### config.mk
export PLATFORM = sky130hd
export DESIGN_NAME = int_reg_wb_arbiter
export DESIGN_NICKNAME = d
export VERILOG_FILES = /design/src/rtl/int_reg_wb_arbiter_pkg.sv /design/src/rtl/int_reg_wb_arbiter_rr_multi_picker.sv /design/src/rtl/int_reg_wb_arbiter.sv
export SDC_FILE = /design/constraint.sdc
export NUM_CORES = 1
export LEC_CHECK = 0
export ABC_AREA = 1
export CAP_MARGIN = 15
export CORE_MARGIN = 2
export CORE_UTILIZATION = 57
export DETAILED_ROUTE_END_ITERATION = 8
export MAX_ROUTING_LAYER = met4
export PLACE_DENSITY_LB_ADDON = 0.05
export SLEW_MARGIN = 10
export SYNTH_ARGS = -nofsm -noshare
export SYNTH_HDL_FRONTEND = slang
export SYNTH_HIERARCHICAL = 1
export SYNTH_SLANG_ARGS = --single-unit
### constraint.sdc
create_clock -name i_clk -period 5.4 [get_ports i_clk]
set_input_delay 1.08 -clock i_clk [delete_from_list [all_inputs] [get_ports i_clk]]
set_output_delay 1.08 -clock i_clk [all_outputs]
set_load 0.005 [all_outputs]
### src/rtl/int_reg_wb_arbiter_pkg.sv
// Shared sizing, payload types and scan-order helper for the integer
// arch-reg writeback arbiter.
package int_reg_wb_arbiter_pkg;

  localparam int unsigned NUM_REQ    = 4;
  localparam int unsigned NUM_PORTS  = 2;
  localparam int unsigned IDX_W      = 5;
  localparam int unsigned DATA_W     = 64;
  localparam int unsigned TAG_W      = 6;
  localparam int unsigned PTR_W      = (NUM_REQ > 1) ? $clog2(NUM_REQ) : 1;
  localparam int unsigned PORT_W     = (NUM_PORTS > 1) ? $clog2(NUM_PORTS) : 1;
  localparam int unsigned WB_REQ_NUM = NUM_REQ;

  typedef struct packed {
    logic              valid;
    logic [IDX_W-1:0]  idx;
    logic [DATA_W-1:0] data;
    logic [TAG_W-1:0]  tag;
  } wb_req_t;

  typedef struct packed {
    logic              valid;
    logic [IDX_W-1:0]  idx;
    logic [DATA_W-1:0] data;
    logic [TAG_W-1:0]  tag;
  } int_arch_reg_write_t;

  // Position of requester r in the round-robin scan that starts at ptr.
  function automatic int unsigned scan_pos(input int unsigned r, input logic [PTR_W-1:0] ptr);
    return (r + NUM_REQ - 32'(ptr)) % NUM_REQ;
  endfunction

endpackage

### src/rtl/int_reg_wb_arbiter_rr_multi_picker.sv
// Round-robin picker: grants up to NUM_PORTS eligible requesters in scan
// order from rr_ptr and returns the pointer just past the last grant.
module rr_multi_picker
  import int_reg_wb_arbiter_pkg::*;
(
  input  logic [NUM_REQ-1:0]                eligible,
  input  logic [PTR_W-1:0]                  rr_ptr,
  output logic [NUM_PORTS-1:0][NUM_REQ-1:0] grant,
  output logic [NUM_PORTS-1:0]              grant_valid,
  output logic [PTR_W-1:0]                  next_ptr
);

  int unsigned n_granted;
  int unsigned cand;

  always_comb begin
    grant       = '0;
    grant_valid = '0;
    next_ptr    = rr_ptr;
    n_granted   = 0;
    cand        = 0;
    for (int unsigned k = 0; k < NUM_REQ; k++) begin
      cand = (32'(rr_ptr) + k) % NUM_REQ;
      if (eligible[PTR_W'(cand)] && (n_granted < NUM_PORTS)) begin
        grant[PORT_W'(n_granted)][PTR_W'(cand)] = 1'b1;
        grant_valid[PORT_W'(n_granted)]         = 1'b1;
        next_ptr                                = PTR_W'((cand + 1) % NUM_REQ);
        n_granted                               = n_granted + 1;
      end
    end
  end

endmodule

### src/rtl/int_reg_wb_arbiter.sv
// Buffers one writeback result per functional unit and drives up to
// NUM_PORTS speculative arch-reg writes per cycle, round-robin.
module int_reg_wb_arbiter
  import int_reg_wb_arbiter_pkg::*;
(
  input  logic                             i_clk,
  input  logic                             i_rst_n,
  input  logic                             i_recover,
  input  logic [NUM_REQ-1:0]               i_req_valid,
  input  logic [NUM_REQ-1:0][IDX_W-1:0]    i_req_idx,
  input  logic [NUM_REQ-1:0][DATA_W-1:0]   i_req_data,
  input  logic [NUM_REQ-1:0][TAG_W-1:0]    i_req_tag,
  output logic [NUM_REQ-1:0]               o_req_ready,
  input  logic                             i_wb_stall,
  output logic [NUM_PORTS-1:0]             o_wb_valid,
  output logic [NUM_PORTS-1:0][IDX_W-1:0]  o_wb_idx,
  output logic [NUM_PORTS-1:0][DATA_W-1:0] o_wb_data,
  output logic [NUM_PORTS-1:0][TAG_W-1:0]  o_wb_tag
);

  wb_req_t             [NUM_REQ-1:0]              buf_q;
  int_arch_reg_write_t [NUM_PORTS-1:0]            wb_q;
  int_arch_reg_write_t [NUM_PORTS-1:0]            wb_d;
  logic                [PTR_W-1:0]                rr_ptr_q;
  logic                [PTR_W-1:0]                next_ptr;
  logic                [NUM_REQ-1:0]              buf_valid;
  logic                [NUM_REQ-1:0]              live;
  logic                [NUM_REQ-1:0]              eligible;
  logic                [NUM_REQ-1:0]              granted;
  logic                [NUM_PORTS-1:0][NUM_REQ-1:0] grant;
  logic                [NUM_PORTS-1:0]            grant_valid;

  // A live entry loses to an earlier live entry (in scan order) with the same idx.
  always_comb begin
    for (int unsigned r = 0; r < NUM_REQ; r++) begin
      buf_valid[PTR_W'(r)] = buf_q[PTR_W'(r)].valid;
      live[PTR_W'(r)]      = buf_q[PTR_W'(r)].valid && (buf_q[PTR_W'(r)].idx != '0);
    end
    eligible = live;
    for (int unsigned j = 0; j < NUM_REQ; j++) begin
      for (int unsigned i = 0; i < NUM_REQ; i++) begin
        if (live[PTR_W'(i)] && live[PTR_W'(j)] &&
            (buf_q[PTR_W'(i)].idx == buf_q[PTR_W'(j)].idx) &&
            (scan_pos(i, rr_ptr_q) < scan_pos(j, rr_ptr_q))) begin
          eligible[PTR_W'(j)] = 1'b0;
        end
      end
    end
  end

  rr_multi_picker u_picker (
    .eligible    (eligible),
    .rr_ptr      (rr_ptr_q),
    .grant       (grant),
    .grant_valid (grant_valid),
    .next_ptr    (next_ptr)
  );

  // Route granted buffers onto ports; idle ports keep their last payload.
  always_comb begin
    wb_d    = wb_q;
    granted = '0;
    for (int unsigned p = 0; p < NUM_PORTS; p++) begin
      wb_d[PORT_W'(p)].valid = grant_valid[PORT_W'(p)];
      for (int unsigned r = 0; r < NUM_REQ; r++) begin
        if (grant[PORT_W'(p)][PTR_W'(r)]) begin
          wb_d[PORT_W'(p)].idx  = buf_q[PTR_W'(r)].idx;
          wb_d[PORT_W'(p)].data = buf_q[PTR_W'(r)].data;
          wb_d[PORT_W'(p)].tag  = buf_q[PTR_W'(r)].tag;
          granted[PTR_W'(r)]    = 1'b1;
        end
      end
    end
  end

  assign o_req_ready = ~buf_valid & {NUM_REQ{~i_recover & i_rst_n}};

  always_ff @(posedge i_clk) begin
    if (!i_rst_n) begin
      buf_q    <= '0;
      wb_q     <= '0;
      rr_ptr_q <= '0;
    end else if (i_recover) begin
      for (int unsigned r = 0; r < NUM_REQ; r++) buf_q[PTR_W'(r)].valid <= 1'b0;
      for (int unsigned p = 0; p < NUM_PORTS; p++) wb_q[PORT_W'(p)].valid <= 1'b0;
      rr_ptr_q <= '0;
    end else begin
      for (int unsigned r = 0; r < NUM_REQ; r++) begin
        // Granted and x0 entries retire in the scan cycle; empty buffers accept.
        if (!i_wb_stall && (granted[PTR_W'(r)] || (buf_valid[PTR_W'(r)] && !live[PTR_W'(r)]))) begin
          buf_q[PTR_W'(r)].valid <= 1'b0;
        end else if (!buf_valid[PTR_W'(r)] && i_req_valid[PTR_W'(r)]) begin
          buf_q[PTR_W'(r)] <= '{valid: 1'b1,
                                idx:   i_req_idx[PTR_W'(r)],
                                data:  i_req_data[PTR_W'(r)],
                                tag:   i_req_tag[PTR_W'(r)]};
        end
      end
      if (!i_wb_stall) begin
        wb_q     <= wb_d;
        rr_ptr_q <= next_ptr;
      end
    end
  end

  always_comb begin
    for (int unsigned p = 0; p < NUM_PORTS; p++) begin
      o_wb_valid[PORT_W'(p)] = wb_q[PORT_W'(p)].valid;
      o_wb_idx[PORT_W'(p)]   = wb_q[PORT_W'(p)].idx;
      o_wb_data[PORT_W'(p)]  = wb_q[PORT_W'(p)].data;
      o_wb_tag[PORT_W'(p)]   = wb_q[PORT_W'(p)].tag;
    end
  end

endmodule

==> out/summary.md <==
The run finished, with violations left. The checks that failed: DRC. The total power is 9.67 mW.

The run gives 0.00917 mm² as the sequential cell area. The top cell type's share of synthesized area is 0.377. The total nets after synthesis is 3999, and the top achievable clock speed is 205 MHz. The critical path is of the reg -> reg type. The family with the most delay on the worst path was buffers and inverters. Measured in cells, the most critical reg-to-reg path has a length of 21.

The main combinational cell family by area after synthesis is simple AND/OR/NAND/NOR gates. Setup repair after global routing left no endpoint under its margin. The most instantiated flip-flop cell in the synthesis netlist is sky130_fd_sc_hd__dfxtp_1.

The leakage component of the power came out at 12.6 nW. The worst hold path passes through 2 cells. By area the synthesized netlist is led by sky130_fd_sc_hd__dfxtp_1 38%, sky130_fd_sc_hd__a21oi_1 11%, sky130_fd_sc_hd__nand2_1 9.9%, sky130_fd_sc_hd__nor2_1 7.6%, sky130_fd_sc_hd__nand3_1 6.8%. The fraction of registers with async set or reset after synthesis works out to 0. TritonCTS built the clock tree. Among all cell types in the netlist, the one instantiated most often is sky130_fd_sc_hd__nand2_1. Once detail routing completed, the nets flagged for antenna violations numbered 0.

Clock tree root driver cell: sky130_fd_sc_hd__clkbuf_16. Gates resized during post-CTS repair numbered 0. The critical path runs through a total of 21 cells.

The run gives 2 as the H-tree depth reported by CTS. The analysis attributes to net switching a power of 3.05 mW. The slowest library cell on the worst path is sky130_fd_sc_hd__buf_4. The tools report the number of violations reported at the end of detailed-routing iteration 0 as 3280. Entering global routing, the biggest net connects 234 pins. The area fraction in compound gates after synthesis was 0.220. The total number of placement rows is 75. Dividing the detail-routed wire length by the instance count gives 19.0 µm.

The worst hold-check path type is reg -> reg. The worst-case IR drop observed on VDD is 0.184 mV. The run gives 0 as the final max-slew violation count.

The number of setup buffers added after CTS is 0. The half-perimeter wire length of the detailed placement result was 53300 µm; the worst setup skew after layout was 21.0 ps. Share of synthesized area spent on multiplexers: 0. The worst setup path is launched from a register. The number of CTS-inserted buffers came out at 48.

Counting tap cells, the placed design contains a total of 4401 instances. In the final design database the tool counted 4235 nets. The relative slew slack is 0.217. Dividing the synthesized area by the synthesized cell count gives 6.61 µm². At the pin with the least slew margin, the transition time is 1170 ps.

The logic gate share of total power came out at 0.238. For this run, the slowest stage of the critical path takes 730 ps. The cell accounting for the most synthesized area is sky130_fd_sc_hd__dfxtp_1.

The first global-routing pass estimated 134000 µm of wire. The share of synthesized cell area in full adder, half adder and majority cells is 0.00772. The DRC violations left was 3; the number of buffers and inverters on the critical path was 5.

In this run, synthesis inferred 0 flip-flops with an integrated enable. In this run the power density over the cells is 319 mW/mm². The sequential element share of the synthesized area is 0.377.

Clock-pin slew was measured on the worst setup and hold paths at 60 ps. The required time at the worst-slack endpoint was 5850 ps; the sequential power share was 0.403. Global routing finished with a remaining overflow of 0.

The switching power as a share of total power was 0.315. The tools report the boundary pin count as 464. The logs give 1 for the number of antenna violations at the first check in global routing and 0.578 for the starting density of the core. In this run the cell area measured after placement is 0.0287 mm².

The die is 211 µm tall. Among the stages of the critical path, the cell type that occurs most often is sky130_fd_sc_hd__nand2_2. The number of port buffers was 463. The area taken by multi-input logic gates is 0.0121 mm².

The clock period could shrink to 4880 ps. For the number of global-route vias before repair, the log shows 25111. Buffers inserted to repair hold after CTS numbered 0. Layout-stage area growth over the synthesis result: 24.6%. STA puts the critical path data arrival time at 5320 ps. Along the worst path, the maximum fanout reaches 70. The total non-filler cell area in the finished layout was 0.0303 mm². The detailed router placed 26622 vias in this run. The number of hold violations in the final report was 0; the length of the first detailed-routing pass in iterations was 9. For the total of max-cap violations, the log shows 0. The instance count of the mapped netlist was 3676; the final critical-path share of the clock period was 0.903.

After detailed routing, the number of vias per cell comes to 5.93. Category of the worst setup path capture point: a register. The number of buffers on the longest clock path was 3; the xor and xnor fraction of the mapped netlist area was 0.00396. The fraction of layout cells with a size suffix above 1 was 0.0438; the internal power consumption was 6.62 mW. The signal on the critical path passes through inv_1, ha_1, nand3_1, nand2_1, nor2_1, nand2_1, nand3_1, nand2_2, inv_2, ha_1, inv_1, nand3_2, nand2_2, nand2_2, nand2_2, o21ai_4, buf_4, buf_4, nand2_1, o211ai_1, a31oi_1.

Adding up every negative setup slack in the final design gives 0 ps. The tools report the fill cell instance count of the final layout as 3438. The mapped netlist covers 0.0243 mm².

The core region is 0.0420 mm². Routability-driven placement finished with a final weighted congestion of 0.972. For the clock network fraction of design power, the log shows 0.359. Yosys printed 6 warnings. The total detailed-routing wirelength was 85400 µm. The clock net in this run drives a total of 458 sinks. The simple-gate share of the synthesized area was 0.261; the full die area was 0.0443 mm². For the global-route usage over all layers, the log shows 0.386. The synthesized design contains 458 register bits. Die span in x: 211 µm. Ranked by instance count, the synthesized netlist is headed by 642 x sky130_fd_sc_hd__nand2_1, 537 x sky130_fd_sc_hd__a21oi_1, 495 x sky130_fd_sc_hd__nor2_1. The logs give 0 for the number of setup violations in the final report and 590 ps for the clock insertion delay at the later pin of the skew report.

The tools report the post-layout instance count excluding filler cells as 4486. Counting distinct cell types in the post-synthesis netlist gives 31.
[path summary, 6_finish.rpt]
path / from / end / slack, ps
worst max-delay path: rr_ptr_q[0] / o_wb_data[17] / 520
worst min register to register: buf_q[101] / buf_q[101] / 480
worst min-delay path: buf_q[101] / buf_q[101] / 480
worst max register to register: rr_ptr_q[0] / o_wb_data[17] / 520
[layout by cell type (no fill, tap or decap), types with 5 or more instances in the layout]
cell type / synthesis / final
sky130_fd_sc_hd__nand2_4: 1 / 5
sky130_fd_sc_hd__clkdlybuf4s50_1: 0 / 462
sky130_fd_sc_hd__o21ai_4: 0 / 5
sky130_fd_sc_hd__bufinv_16: 0 / 5
sky130_fd_sc_hd__a21oi_1: 537 / 537
sky130_fd_sc_hd__clkinv_2: 0 / 9
sky130_fd_sc_hd__nor2_2: 8 / 6
sky130_fd_sc_hd__nand3_2: 10 / 9
sky130_fd_sc_hd__dfxtp_1: 458 / 458
sky130_fd_sc_hd__inv_1: 419 / 418
sky130_fd_sc_hd__o211ai_1: 150 / 150
sky130_fd_sc_hd__xnor2_1: 11 / 11
sky130_fd_sc_hd__clkbuf_16: 0 / 50
sky130_fd_sc_hd__buf_12: 0 / 14
sky130_fd_sc_hd__o21ai_0: 85 / 85
sky130_fd_sc_hd__a22oi_1: 75 / 75
sky130_fd_sc_hd__nor2_1: 495 / 495
sky130_fd_sc_hd__nand4_1: 8 / 8
sky130_fd_sc_hd__buf_4: 19 / 30
sky130_fd_sc_hd__nand2_1: 642 / 642
sky130_fd_sc_hd__clkbuf_8: 0 / 10
sky130_fd_sc_hd__nand2_2: 10 / 6
sky130_fd_sc_hd__a31oi_1: 74 / 74
sky130_fd_sc_hd__nand3_1: 330 / 330
sky130_fd_sc_hd__ha_1: 15 / 15
sky130_fd_sc_hd__clkbuf_1: 139 / 9
[layer usage]
metal,share of wire,GRT usage,up-vias
met2,0.45,0.594,1670
li1,-,-,12489
met3,0.10,0.0603,291
met1,0.40,0.493,12172
met4,0.050,0.198,0
met5,0,-,-
[through the flow]
step | utilization | hold slack (ps) | setup slack, ps
detailed placement | 0.682 | 469 | 577
CTS | 0.720 | 484 | 470
finish | 0.721 | 480 | 522
global route | 0.721 | 495 | 93.1
global placement | 0.682 | 461 | 697
floorplan | - | 452 | 1870
[cell type report]
type	count	area share
antenna	1	0.0000826
clock inverter	15	0.00710
clock buffer	69	0.0470
multi-input combinational	2472	0.398
tap	539	0.0223
sequential	458	0.303
timing repair buffer	508	0.170
inverter	424	0.0527
[registers in the layout, summed over array words and instances, names as in the netlist]
| register | count |
|---|---|
| buf_q | 304 |
| o_wb_data | 128 |
| o_wb_tag | 12 |
| o_wb_idx | 10 |
| o_wb_valid | 2 |
| rr_ptr_q | 2 |
[worst register-to-register path: stages, from the launching register on]
cell	delay [ps]
sky130_fd_sc_hd__dfxtp_1	620
sky130_fd_sc_hd__inv_1	150
sky130_fd_sc_hd__ha_1	340
sky130_fd_sc_hd__nand3_1	90
sky130_fd_sc_hd__nand2_1	50
sky130_fd_sc_hd__nor2_1	220
sky130_fd_sc_hd__nand2_1	110
sky130_fd_sc_hd__nand3_1	120
sky130_fd_sc_hd__nand2_2	130
sky130_fd_sc_hd__inv_2	160
sky130_fd_sc_hd__ha_1	190
sky130_fd_sc_hd__inv_1	80
sky130_fd_sc_hd__nand3_2	100
sky130_fd_sc_hd__nand2_2	50
sky130_fd_sc_hd__nand2_2	80
sky130_fd_sc_hd__nand2_2	250
sky130_fd_sc_hd__o21ai_4	270
sky130_fd_sc_hd__buf_4	560
sky130_fd_sc_hd__buf_4	740
sky130_fd_sc_hd__nand2_1	170
sky130_fd_sc_hd__o211ai_1	130
sky130_fd_sc_hd__a31oi_1	130
[kinds of logic after synthesis]
family          after synthesis
simple gates               1513
xor+xnor                     11
flops                       458
buf+inv                     746
fa+ha+maj                    15
compound gates              933
[power by group through the flow]
stage | combinational [mW] | clock (mW) | sequential (mW)
3_3_place_gp | 2.21 | 0 | 3.95
5_1_grt | 2.49 | 3.62 | 3.93
6_report | 2.30 | 3.47 | 3.90
4_1_cts | 2.26 | 3.48 | 3.89
2_1_floorplan | 1.45 | 0 | 3.88
3_5_place_dp | 2.24 | 0 | 3.96
No activity file was read; power rests on OpenSTA's default activity.
